[config.mk]
export PLATFORM = sky130hd
export DESIGN_NAME = mole_spawner
export DESIGN_NICKNAME = d
export VERILOG_FILES = /design/src/rtl/mole_spawner.sv
export SDC_FILE = /design/constraint.sdc
export NUM_CORES = 1
export LEC_CHECK = 0
export CORE_UTILIZATION = 51
export CTS_CLUSTER_SIZE = 30
export DETAILED_ROUTE_END_ITERATION = 16
export GPL_ROUTABILITY_DRIVEN = 0
export HOLD_SLACK_MARGIN = 0.08
export PLACE_DENSITY = 0.78
export SLEW_MARGIN = 20
export SYNTH_ARGS = -nofsm -noshare
export SYNTH_HDL_FRONTEND = slang
export SYNTH_SLANG_ARGS = --single-unit
[constraint.sdc]
create_clock -name clk_game -period 2.1 [get_ports clk_game]
set_input_delay 0.42 -clock clk_game [delete_from_list [all_inputs] [get_ports clk_game]]
set_output_delay 0.42 -clock clk_game [all_outputs]
set_load 0.03 [all_outputs]
[src/rtl/mole_spawner.sv]
// Mole spawner: LFSR-placed mole, hit/miss resolution, saturating score/miss counters.
// Optional MOLE_NO_REPEAT_EN: never spawn two consecutive moles on the same LED.
module mole_spawner #(
  parameter int unsigned N_LEDS    = 8,
  parameter int unsigned GAP_TICKS = 3,
  parameter logic [15:0] LFSR_SEED = 16'hACE1
) (
  input  logic              clk_game,
  input  logic              rst_n,
  input  logic              enable,
  input  logic [N_LEDS-1:0] btn_pulse,
  input  logic              timeout_pulse,
  output logic              start,
  output logic [N_LEDS-1:0] mole_led,
  output logic              hit_pulse,
  output logic              miss_pulse,
  output logic [7:0]        score,
  output logic [3:0]        misses
);

  localparam int unsigned IDX_W = $clog2(N_LEDS);
  localparam int unsigned CNT_W = (GAP_TICKS > 1) ? $clog2(GAP_TICKS) : 1;

  typedef enum logic [1:0] {IDLE, GAP, SPAWN, WAIT} state_t;

  state_t            state, state_d;
  logic [15:0]       lfsr;
  logic [CNT_W-1:0]  gap_cnt;
  logic [IDX_W-1:0]  idx_q;
  logic [IDX_W-1:0]  raw_idx;
  logic [IDX_W-1:0]  spawn_idx;
  logic              hit, tmo;

  logic              start_d, hit_d, miss_d;
  logic [N_LEDS-1:0] led_d;
  logic [7:0]        score_d;
  logic [3:0]        misses_d;

  assign raw_idx = lfsr[IDX_W-1:0];

`ifdef MOLE_NO_REPEAT_EN
  // idx_q still holds the previous mole's position here, so it doubles as the repeat reference
  assign spawn_idx = (raw_idx == idx_q) ? raw_idx + IDX_W'(1) : raw_idx;
`else
  assign spawn_idx = raw_idx;
`endif

  assign hit = (state == WAIT) && enable && btn_pulse[idx_q];
  assign tmo = (state == WAIT) && enable && timeout_pulse && !hit;

  always_ff @(posedge clk_game or negedge rst_n) begin
    if (!rst_n) begin
      lfsr <= LFSR_SEED;
    end else begin
      lfsr <= (lfsr >> 1) ^ (lfsr[0] ? 16'hB400 : 16'h0000);
    end
  end

  always_ff @(posedge clk_game or negedge rst_n) begin
    if (!rst_n) begin
      state <= IDLE;
    end else begin
      state <= state_d;
    end
  end

  always_comb begin
    state_d = state;
    if (!enable) begin
      state_d = IDLE;
    end else begin
      case (state)
        IDLE:    state_d = GAP;
        GAP:     state_d = (gap_cnt == '0) ? SPAWN : GAP;
        SPAWN:   state_d = WAIT;
        WAIT:    state_d = (hit || tmo) ? GAP : WAIT;
        default: state_d = IDLE;
      endcase
    end
  end

  always_ff @(posedge clk_game or negedge rst_n) begin
    if (!rst_n) begin
      gap_cnt <= '0;
      idx_q   <= '0;
    end else begin
      if (state != GAP && state_d == GAP) begin
        gap_cnt <= CNT_W'(GAP_TICKS - 1);
      end else if (state == GAP && gap_cnt != '0) begin
        gap_cnt <= gap_cnt - CNT_W'(1);
      end
      if (state == SPAWN && enable) begin
        idx_q <= spawn_idx;
      end
    end
  end

  always_comb begin
    start_d  = 1'b0;
    hit_d    = 1'b0;
    miss_d   = 1'b0;
    led_d    = mole_led;
    score_d  = score;
    misses_d = misses;
    if (!enable) begin
      led_d = '0;
    end else begin
      case (state)
        IDLE: led_d = '0;
        SPAWN: begin
          start_d = 1'b1;
          led_d   = N_LEDS'(1) << spawn_idx;
        end
        WAIT: begin
          if (hit) begin
            hit_d   = 1'b1;
            led_d   = '0;
            score_d = (score == 8'hFF) ? score : score + 8'd1;
          end else if (tmo) begin
            miss_d   = 1'b1;
            led_d    = '0;
            misses_d = (misses == 4'hF) ? misses : misses + 4'd1;
          end
        end
        default: ;
      endcase
    end
  end

  always_ff @(posedge clk_game or negedge rst_n) begin
    if (!rst_n) begin
      start      <= 1'b0;
      mole_led   <= '0;
      hit_pulse  <= 1'b0;
      miss_pulse <= 1'b0;
      score      <= '0;
      misses     <= '0;
    end else begin
      start      <= start_d;
      mole_led   <= led_d;
      hit_pulse  <= hit_d;
      miss_pulse <= miss_d;
      score      <= score_d;
      misses     <= misses_d;
    end
  end

endmodule

### Word level (Yosys, flattened, before mapping)

Cells that the tools add are included.

* bits in registers: 46
* bits in latches: 0
* RAM bits: 0
* bits in read-only memories: 0
* bits of input ports: 12
* memories kept: 0

* add/sub/neg operators: 3
* multiply operators: 0
* divide/modulo/power cells: 0
* $lt $le $gt $ge: 1
* equality and inequality tests: 9
* shifts and indexed selects: 1
* multiplexer cells: 22
* bitwise operators: 4
* reductions and logical operators: 16

Operators with widths (number)
* $mux 8: 3
* $pmux 8 s3: 1
* $mux 16: 1
* $xor 15x16->16: 1
* $mux 1: 10
* $mux 2: 5
* $add 8x1->8 const B: 1
* $eq 8x8->1 const B: 1
* $pmux 2 s4: 1
* $shl 1x3->8 const A: 1
* $logic_and 1x1->1: 7
* $reduce_and 5->1: 1
* $add 4x1->4 const B: 1
* $eq 2x1->1 const B: 2
* $eq 2x2->1 const B: 2
* $eq 4x4->1 const B: 1
* $logic_not 2->1: 2
* $lt 3x4->1 const B: 1
* $ne 4x1->1 const B: 1
* $ne 4x4->1 const B: 1
* $reduce_and 4->1: 1
* $reduce_bool 2->1: 2
* $bmux 1 s3: 1
* $not 1->1: 3
* 5 further kinds: 5

### Logic depth before layout (Yosys ltp)

* depth after elaboration: 12
* depth in mapped cells: 7
* mapped depth without buffers: 6

### Least setup slack after synthesis

No wires, ideal clock.

* path type: register -> register
* start: reg score[0]
* end: reg score[1]
* arrival: 1.717 ns
* data required time: 1.975 ns
* path slack: 0.258 ns
* cell stages (with the launch flop): 7
* buffers on the path: 0
* clock period less this slack: 1.842 ns
* cells stage by stage: dfrtp_1 > ha_1 > nand2_1 > or3_1 > nand2_1 > or2_4 > mux2_4

* longest elaborated chain between the ends: 3
* elaborated cells between the ends (all ways): 4
* those cells by class: 1 x add/sub; 1 x eq/ne; 1 x bitwise; 1 x reduce/logical

RTL lines
* start: declaration: RTL line 17 `output logic [7:0] score,`
* start signal: assignment: RTL line 143 `score <= score_d;`
* branches (longest 3 deep; another with $add 8x1->8)

Parallel ways; which one is timed is not known.
A chain may end at the register's enable or synchronous reset.

### Worst setup path after layout

* start: reg score[3]
* end: out score[3]

No word-level cell between the ends.

==> summary.txt <==
Outcome
  • Status: finished, final reports clean

Clock network
  • Worst skew pair latency: about 300 ps
  • CTS Buf Count: 5
  • CTS max path bufs: 2
  • CTS tree: yes
  • # clock sinks: 46
  • Post-cts gate resize count: 0
  • Post-CTS Setup Inserts: 0
  • Clock-pin slew on the worst setup and hold paths: about 80 ps
  • Root Driver: clkbuf_8
  • Hold Buf Count CTS: 0
  • H-Tree Depth: 2

Cells and area
  • Antenna diodes: 0
  • Post-layout util: 0.703
  • Synthesis-to-layout area growth: 26.2%
  • Post-Layout Inst Area: 2440 µm²
  • Layout cells sized above 1: 0.165
  • NumNets Final: between 200 and 250

Synthesis
  • Largest family of logic cells by synthesized area: simple AND/OR/NAND/NOR gates
  • Compound-cell area share of the yosys netlist: 0.0939
  • Synth Area in Simple Gates: 0.153
  • Mapped cell area: about 1900 µm²
  • Post-synthesis register bit count: 46
  • Register area share after synthesis: 0.601
  • Synth Area in XOR/XNOR: 0.0499
  • Asr flop ratio synth: 1.00
  • Synth warn: 0
  • Post-synth EDFFs: 0
  • Synth Flop Type: dfrtp_1
  • Syn nets: 172
  • Post-synth cell types: between 40 and 50
  • Mux share of post-synthesis cell area: 0.0460
  • Synthesized-area fraction occupied by adder cells: 0.0194
  • Post-Syn Area per Cell: approximately 12 µm²
  • Mapped Cells: 157

STA
  • Slew Limit Headroom: 0.635
  • Skew final: between 5 and 6 ps
  • Final worst-path cycle share: 0.898
  • Max Slew Vio Count: 0
  • Slew @ Worst Pin: 548 ps
  • RSZ-0062 raised after global routing: false
  • Fin worst setup slack: 214 ps
  • Setup violations, final: 0
  • Fin. Hold Viols: 0
  • Period minus WS final: 1890 ps
  • Fmax: 530 MHz

Global route
  • Largest net degree at the start of global routing: 25
  • Total gr overflow: 0
  • Initial antenna violation count: 0
  • First-pass GRT wire length: ~6300 µm
  • Vias in the first global route: around 1300
  • Gr usage total: 0.211

Setup path
  • Crit path cell chain: clkdlybuf4s50_1
  • Crit-path slowest cell: clkdlybuf4s50_1
  • Kind of critical path: reg2out
  • CP required: 1680 ps
  • Crit path max-delay family: buffers and inverters
  • Reg2reg start: idx_q[0]
  • Crit Path Max Fanout: 6
  • CP Data Arrival Time: 1470 ps
  • Startpoint Class: flip-flop
  • Max stage delay on crit path: 720 ps
  • Setup crit start: score[3]
  • Crit path capture type: output port
  • WP buf/inv: 1

Power
  • Power per Cell Area: 801 nW/µm²
  • Sequential share of power: 0.516
  • Internal Pwr Total: 1.38 mW
  • Clk pwr share: 0.284
  • Switching portion of total power: 0.294
  • P_sw: 0.574 mW
  • Total power draw: 1.95 mW
  • Gate power share: 0.200
  • Max VDD drop: 0.000773 V
  • Leakage: 1.14 nW

Die
  • Die Area: about 4000 µm²
  • Die Span X: 63.5 µm
  • I/O pin cnt: 35
  • Initial cell density of the core: 0.557
  • Die height: around 64 µm
  • Num rows: 21
  • Placeable Area: 3470 µm²

Worst hold path
  • Worst hold path class: in2async

Drt
  • Via/cell ratio: around 5.5
  • Post-Route WL: between 3000 and 4000 µm
  • Starting DRC count in detailed routing: 74
  • Via count: 1351
  • Pre-antenna DRT Iters: 4
  • ANT nets after route: 0
  • # DRC: 0
  • Per-cell routed wire length: 15.0 µm

Place
  • Buffers on Ports: 34
  • Dpl hpwl: 2630 µm
  • DP Worst Slack: -45.6 ps
  • Placed Area: 2340 µm²

Job
  • # Max-Cap Violations: 0
[area by class of cell]
type                    count  area (µm²)
well taps                  46        57.6
multi-input cells          99         701
fillers                   243        1030
inverters                   7        31.3
repair buffers             40         393
clock buffers               6        82.6
clock inverters             2        12.5
flip-flops and latches     46        1160
[cells by family (layout without fill, tap and decap cells)]
logic type               after synthesis  count (layout)
multiplexers                           8               8
flip-flops                            46              46
AND/OR/NAND/NOR                       57              57
buffers and inverters                 12              55
adder cells (fa/ha/maj)                3               3
AO/OA/AOI/OAI                         20              20
XOR/XNOR                              11              11
[through the flow]
stage               setup TNS, ps  cells  hold WS [ps]
finish                          0    246          97.6
global route                    0    246           129
detailed placement          -77.7    238           338
CTS                             0    246           101
global placement                0    238           336
floorplan                       0    157           124
[Yosys cell counts (all sizes together) (4+ instances only)]
| master | count | area [µm²] |
|---|---|---|
| inv | 6 | 22.5 |
| xor2 | 8 | 70.1 |
| nand4 | 4 | 31.3 |
| dfstp | 8 | 210 |
| nor3 | 4 | 25.0 |
| mux2i | 4 | 40.0 |
| nand2 | 19 | 78.8 |
| nor2 | 9 | 33.8 |
| dfrtp | 38 | 951 |
| buf | 4 | 35.0 |
| mux2 | 4 | 48.8 |
| nand3 | 8 | 40.0 |
[layout by cell type (no fill, tap or decap), types with 3 or more instances in the layout]
master	n
o21ai_0	3
nor3_1	3
xor2_1	8
clkdlybuf4s50_1	33
ha_1	3
dfrtp_1	38
nand4_1	3
buf_4	5
mux2i_1	4
clkbuf_8	6
nand3_1	8
dfstp_2	8
xnor2_1	3
nor2_1	9
a31oi_1	3
nand2b_1	3
inv_1	6
nand2_1	18
[layer usage]
metal | track usage | vias up | wire, µm
met1 | 0.270 | 659 | 1570
met3 | 0.0707 | 8 | 263
li1 | - | 633 | -
met2 | 0.331 | 51 | 1790
met4 | 0.0795 | 0 | 64
met5 | 0 | - | 0
[power groups by stage]
stage | Sequential [mW] | Clock, mW | Combinational (mW)
after detailed placement | 1.02 | 0 | 0.387
after global placement | 1.02 | 0 | 0.369
after floorplan | 1.07 | 0 | 0.182
after global routing | 1.02 | 0.611 | 0.422
final | 1.01 | 0.554 | 0.390
after CTS | 1.01 | 0.571 | 0.393
[state kept, by name (all words and copies together), names as in the netlist]
signal and cells:
lfsr 16, miss_pulse 1, mole_led 8, misses 4, start 1, gap_cnt 2
state 2, idx_q 3, score 8, hit_pulse 1
[worst paths after layout]
kind,slack (ps),cells past startpoint,end
max in group asynchronous,1420,2,lfsr[0]
worst max register to register,290,5,score[6]
worst max-delay path,210,1,score[3]
min in group clk_game,350,0,lfsr[8]
worst min-delay path,100,1,lfsr[8]
worst min register to register,350,0,lfsr[8]
Note: power is estimated with default switching activity, not from simulation.
